## src/rtl/led_pattern_sequencer_if.sv

```systemverilog
// Bus between the switch logic, the LED pattern sequencer and the LED pins.
// The master drives the mode pulse and pause level. The slave drives the LEDs and the status outputs.
interface led_pattern_sequencer_if;
  logic       i_Next_Mode;
  logic       i_Pause;
  logic       o_LED_1;
  logic       o_LED_2;
  logic       o_LED_3;
  logic       o_LED_4;
  logic [1:0] o_Mode;
  logic       o_Tick;

  modport master (
    output i_Next_Mode, i_Pause,
    input  o_LED_1, o_LED_2, o_LED_3, o_LED_4, o_Mode, o_Tick
  );

  modport slave (
    input  i_Next_Mode, i_Pause,
    output o_LED_1, o_LED_2, o_LED_3, o_LED_4, o_Mode, o_Tick
  );
endinterface

```

## src/rtl/led_pattern_sequencer.sv

```systemverilog
// Four-LED display controller with four modes: off, blink, bouncing chase and binary count.
// It has its own step prescaler, a mode FSM advanced by a pulse, and a pause control.
module led_pattern_sequencer #(
  parameter int         TICK_CYCLES = 12_500_000,
  parameter logic [1:0] RESET_MODE  = 2'd1
) (
  input logic                     i_Clk,
  input logic                     i_Rst,
  led_pattern_sequencer_if.slave  bus
);

  localparam logic [1:0] MODE_OFF   = 2'd0;
  localparam logic [1:0] MODE_BLINK = 2'd1;
  localparam logic [1:0] MODE_CHASE = 2'd2;
  localparam logic [1:0] MODE_COUNT = 2'd3;

  localparam logic [23:0] LAST_COUNT = 24'(TICK_CYCLES - 1);

  logic [1:0]  r_Mode;
  logic [3:0]  r_Step;
  logic [23:0] r_Count;
  logic        r_Tick;
  logic [3:0]  step_last;
  logic [3:0]  step_next;
  logic [3:0]  led_pattern;

  always_comb begin
    step_last = 4'd0;
    case (r_Mode)
      MODE_OFF:   step_last = 4'd0;
      MODE_BLINK: step_last = 4'd1;
      MODE_CHASE: step_last = 4'd5;
      MODE_COUNT: step_last = 4'd15;
      default:    step_last = 4'd0;
    endcase
    step_next = (r_Step == step_last) ? 4'd0 : r_Step + 4'd1;
  end

  // A mode pulse outranks everything else. A pending tick is then dropped and the step phase restarts.
  always_ff @(posedge i_Clk or posedge i_Rst) begin
    if (i_Rst) begin
      r_Mode  <= RESET_MODE;
      r_Step  <= 4'd0;
      r_Count <= 24'd0;
      r_Tick  <= 1'b0;
    end else if (bus.i_Next_Mode) begin
      r_Mode  <= r_Mode + 2'd1;
      r_Step  <= 4'd0;
      r_Count <= 24'd0;
      r_Tick  <= 1'b0;
    end else if (bus.i_Pause) begin
      r_Tick  <= 1'b0;
    end else begin
      if (r_Tick) begin
        r_Step <= step_next;
      end
      if (r_Count == LAST_COUNT) begin
        r_Count <= 24'd0;
        r_Tick  <= 1'b1;
      end else begin
        r_Count <= r_Count + 24'd1;
        r_Tick  <= 1'b0;
      end
    end
  end

  // Pattern bit 3 drives LED 1 and bit 0 drives LED 4.
  always_comb begin
    led_pattern = 4'b0000;
    case (r_Mode)
      MODE_OFF:   led_pattern = 4'b0000;
      MODE_BLINK: led_pattern = {4{r_Step[0]}};
      MODE_CHASE: begin
        case (r_Step)
          4'd0:    led_pattern = 4'b1000;
          4'd1:    led_pattern = 4'b0100;
          4'd2:    led_pattern = 4'b0010;
          4'd3:    led_pattern = 4'b0001;
          4'd4:    led_pattern = 4'b0010;
          4'd5:    led_pattern = 4'b0100;
          default: led_pattern = 4'b0000;
        endcase
      end
      MODE_COUNT: led_pattern = r_Step;
      default:    led_pattern = 4'b0000;
    endcase
  end

  assign bus.o_LED_1 = led_pattern[3];
  assign bus.o_LED_2 = led_pattern[2];
  assign bus.o_LED_3 = led_pattern[1];
  assign bus.o_LED_4 = led_pattern[0];
  assign bus.o_Mode  = r_Mode;
  assign bus.o_Tick  = r_Tick;

endmodule
```

## src/flat_wrapper.sv

```systemverilog
// flat-port wrapper written by rule: the top's interface ports become plain ports
module led_pattern_sequencer_flat 
#(
  parameter int         TICK_CYCLES = 12_500_000,
  parameter logic [1:0] RESET_MODE  = 2'd1
)
  (i_Clk, i_Rst, bus_i_Next_Mode, bus_i_Pause, bus_o_LED_1, bus_o_LED_2, bus_o_LED_3, bus_o_LED_4, bus_o_Mode, bus_o_Tick);
  led_pattern_sequencer_if bus_i ();
  input logic i_Clk;
  input logic i_Rst;
  input wire logic [$bits(bus_i.i_Next_Mode)-1:0] bus_i_Next_Mode;
  input wire logic [$bits(bus_i.i_Pause)-1:0] bus_i_Pause;
  output wire logic [$bits(bus_i.o_LED_1)-1:0] bus_o_LED_1;
  output wire logic [$bits(bus_i.o_LED_2)-1:0] bus_o_LED_2;
  output wire logic [$bits(bus_i.o_LED_3)-1:0] bus_o_LED_3;
  output wire logic [$bits(bus_i.o_LED_4)-1:0] bus_o_LED_4;
  output wire logic [$bits(bus_i.o_Mode)-1:0] bus_o_Mode;
  output wire logic [$bits(bus_i.o_Tick)-1:0] bus_o_Tick;
  assign bus_i.i_Next_Mode = bus_i_Next_Mode;
  assign bus_i.i_Pause = bus_i_Pause;
  assign bus_o_LED_1 = bus_i.o_LED_1;
  assign bus_o_LED_2 = bus_i.o_LED_2;
  assign bus_o_LED_3 = bus_i.o_LED_3;
  assign bus_o_LED_4 = bus_i.o_LED_4;
  assign bus_o_Mode = bus_i.o_Mode;
  assign bus_o_Tick = bus_i.o_Tick;
  led_pattern_sequencer #(.TICK_CYCLES(TICK_CYCLES), .RESET_MODE(RESET_MODE)) u_core (.i_Clk(i_Clk), .i_Rst(i_Rst), .bus(bus_i));
endmodule
```

## config.mk

```make
export PLATFORM = sky130hd
export DESIGN_NAME = led_pattern_sequencer_flat
export DESIGN_NICKNAME = d
export VERILOG_FILES = /design/src/rtl/led_pattern_sequencer_if.sv /design/src/rtl/led_pattern_sequencer.sv /design/src/flat_wrapper.sv
export SDC_FILE = /design/constraint.sdc
export NUM_CORES = 1
export LEC_CHECK = 0
export BUFFER_PORTS_ARGS = -buffer_cell sky130_fd_sc_hd__buf_2
export CAP_MARGIN = 0
export CORE_AREA = 10 10 96 98
export DETAILED_ROUTE_END_ITERATION = 10
export DIE_AREA = 0 0 106 108
export GPL_TIMING_DRIVEN = 0
export PLACE_DENSITY = 0.49
export SYNTH_ARGS = -nofsm -noshare
export SYNTH_HDL_FRONTEND = slang
export SYNTH_SLANG_ARGS = --single-unit
export TNS_END_PERCENT = 5
```

## constraint.sdc

```tcl
create_clock -name i_Clk -period 3.8 [get_ports i_Clk]
set_input_delay 0.76 -clock i_Clk [delete_from_list [all_inputs] [get_ports i_Clk]]
set_output_delay 0.76 -clock i_Clk [all_outputs]
set_load 0.01 [all_outputs]
```

==> reports/summary.md <==
After filler insertion, the fill cell instance count of the layout stands at 811. Clock tree synthesis inserted a total of 5 buffers. The overall via count from detail_route was 1787; the sink count of the clock tree was 31.

The worst setup path is of the reg -> out kind. The floorplan step defined a die boundary enclosing 11400 um^2. The floorplan die width was 106 um. The count of nets left with antenna violations once routing finished came out at 0.

Summing all multi-input logic gate instances after layout gives 1190 um^2. The die span in y works out to 108 um. Measured on the finished design, the core utilization comes to 31.5%. For the number of global-route vias before repair, the log shows 1744. Summed over its instances, the top area cell type makes up 36.4% of the synthesized netlist area.

The post-route clock skew came out at 5.39 ps. The placed cell count came out at 341. STA classifies the critical path startpoint as a flop. For the worst setup path, the data required time is 3040 ps.

The root buffer cell chosen for the clock tree is sky130_fd_sc_hd__clkbuf_8. For this run, the top clock speed supported by timing is 353 MHz. Setup total negative slack on the finished layout was measured at 0 ps. The initial antenna violation count was 0. The flow ran to the end, and the final reports show no timing, DRC or antenna violations. The routed design uses 205 um of met3 wire. Wire segments on met2 add up to 2420 um in the final route. For the synthesized area, the log shows 2060 um^2.

In this run, the number of DRC markers left after iteration 0 of detailed routing was 116. Setup repair after global routing left no endpoint under its margin. The total power of the final layout is 776 uW. The initial utilization of the core area, before any placement, comes to 27.7%. The area growth from synthesis to layout came out at 13.6%. The logs give 0 for the remaining routing DRC violations and 2 for the number of levels the H-tree was split into. Max-cap violations in this run came to 0. Cells with a size suffix above 1 make up 13.7% of the layout. Ranked by instance count, the synthesized netlist is headed by sky130_fd_sc_hd__dfrtp_1, sky130_fd_sc_hd__nor2_1, sky130_fd_sc_hd__nand2_1. The number of synthesized flops with an enable pin came out at 0. In this run the post-CTS setup repair buffer count came out at 0. The port buffer count was 9; the worst-skew pair later-pin latency was 290 ps. The synthesized design spends more area on one cell type than any other, namely sky130_fd_sc_hd__dfrtp_1.

Proportion of synthesized flip-flops having asynchronous set or reset: 100%. The tightest min-delay check is of the in -> async type. The tools report the largest voltage drop on the vdd net as 0.0975 mV. TritonCTS built the clock tree. For the remaining max-slew budget at the tightest pin, the log shows 63.1%. The worst setup path is captured at a primary output.

The vias per cell is 5.11, and the count of mapped cells out of synthesis is 230. Each instance of the synthesized netlist takes up on average 8.98 um^2. The max-slew violation count was 0; the static leakage power was 0.000926 uW. Buffers inserted to repair hold after CTS numbered 0. Number of non-filler instances in the completed layout: 350. After synthesis, flip-flops and latches occupy 37.6% of the total area. For this design the top-level I/O count stands at 11. After clock tree synthesis, the clock-pin slew on the worst setup and hold paths is 70 ps.

The transition at the pin with the smallest max-transition slack is 550 ps. Global routing used 9.31% of the available tracks across all layers. Dividing total power by cell area gives a power density of 331 nW/um^2. The number of storage elements in the synthesis netlist was 31; the post-cts repair resize count was 0. For the pin count of the biggest net entering global routing, the log shows 32.

For this run, the number of Yosys warnings is 0. The floorplan has 32 rows. Dividing the final minimum period by the clock period gives 74.5%. After detailed routing, the total wire length is 5150 um. The number of nets in the layout is 262, and the time the final worst path needs with I/O delays and setup is 2830 ps. The total area inside the core boundary comes to 7450 um^2.

The number of nets in the synthesized netlist came out at 245. Distinct cell type count after synthesis: 48. In the final routed layout, each cell accounts on average for 14.7 um. The primary flip-flop cell chosen by synthesis mapping was sky130_fd_sc_hd__dfrtp_1.

Worst endpoint data arrival time: 2070 ps. The peak fanout along the critical path is 9. Final estimated routing congestion in global placement: 0.811. The tools report the count of TritonRoute iterations in the first routing pass as 5.

The wire length on met1 was 2460 um. The total overflow left after global routing is 0. By area the synthesized netlist is led by sky130_fd_sc_hd__dfrtp_1, sky130_fd_sc_hd__ha_1, sky130_fd_sc_hd__nor2_1.

For the setup-violating endpoint count in the final report, the log shows 0. The placed wire-length estimate after detailed placement is 3710 um, and the area taken by flip-flops and latches is 777 um^2. The most numerous cell in the Yosys netlist was sky130_fd_sc_hd__dfrtp_1. The tools report the final number of hold-violating endpoints as 0. Counting along the longest clock path gives a buffer depth of 2. The number of antenna diodes in the final layout is 0.

The first-pass GRT wire length is 8780 um. Routed signal wires occupy layers up through met4.
cells in the final DEF (no fill, tap or decap), types with 5 or more instances in the layout:
master / instances
sky130_fd_sc_hd__dfrtp_1: 30
sky130_fd_sc_hd__nor2_1: 24
sky130_fd_sc_hd__a21oi_1: 13
sky130_fd_sc_hd__nand2_1: 17
sky130_fd_sc_hd__xnor2_1: 7
sky130_fd_sc_hd__ha_1: 11
sky130_fd_sc_hd__clkbuf_8: 5
sky130_fd_sc_hd__nor4_1: 6
sky130_fd_sc_hd__buf_2: 11
sky130_fd_sc_hd__nand3_1: 14
sky130_fd_sc_hd__nor3_1: 6
sky130_fd_sc_hd__clkbuf_1: 10
sky130_fd_sc_hd__o21ai_0: 9
sky130_fd_sc_hd__nand4_1: 11
sky130_fd_sc_hd__inv_1: 10
sky130_fd_sc_hd__nor2b_1: 5
cell type report:
type / instances / area share (%)
Clock buffer: 7 / 3.25
Multi-Input combinational cell: 176 / 50.9
Clock inverter: 1 / 0.213
Buffer: 12 / 2.19
Tap cell: 102 / 5.44
Sequential cell: 31 / 33.1
Inverter: 11 / 1.76
Timing Repair Buffer: 10 / 3.09
critical path, cell delays in order (launching register included):
cell and delay (ps):
sky130_fd_sc_hd__dfrtp_1 380, sky130_fd_sc_hd__clkbuf_1 330, sky130_fd_sc_hd__inv_1 110, sky130_fd_sc_hd__ha_1 240, sky130_fd_sc_hd__mux2_2 260, sky130_fd_sc_hd__a221oi_1 260, sky130_fd_sc_hd__nor2_1 60, sky130_fd_sc_hd__buf_2 140
kinds of logic (layout without fill, tap and decap cells):
kind of cell	count (synthesis)	in the layout	synth area share, %
mux	4	4	2.12
simple gates	106	106	30.5
buf+inv	23	41	4.48
fa+ha+maj	11	11	6.67
xor+xnor	10	10	4.24
compound gates	45	45	14.3
flops	31	31	37.6
registers in the layout, summed over array words and instances, names as in the netlist:
signal	flops
u_core.bus.o_Mode	2
u_core.r_Count	24
u_core.bus.o_Tick	1
u_core.r_Step	4
routing by layer:
metal	vias to the layer above	GRT usage (%)
li1	887	-
met3	7	2.50
met4	0	2.90
met1	864	11.6
met5	-	0
met2	29	15.5
stage by stage:
step	setup slack (ps)	hold WS (ps)	instance area [um^2]
6_report	968	445	2350
5_1_grt	782	466	2350
4_1_cts	962	563	2320
3_5_place_dp	1280	548	2240
3_3_place_gp	1290	546	2240
2_1_floorplan	1540	509	2060
power by group:
group          total [uW]  internal (uW)  switching (uW)
logic                 160           63.5            96.2
registers             363            347            15.9
clock network         254            128             126
path summary, 6_finish.rpt:
path	to	depth (start not counted)	slack, ps	start
worst max-delay path	bus_o_LED_3	7	970	u_core.r_Step[0]
worst min-delay path	u_core.r_Count[9]	2	450	i_Rst
worst max register to register	u_core.r_Count[16]	6	1740	u_core.r_Count[0]
worst min register to register	u_core.bus.o_Mode[0]	1	560	u_core.bus.o_Mode[0]
max in group asynchronous	u_core.bus.o_Mode[0]	3	2840	i_Rst
min in group i_Clk	u_core.bus.o_Mode[0]	1	560	u_core.bus.o_Mode[0]
Note: power is estimated with default switching activity, not from simulation.
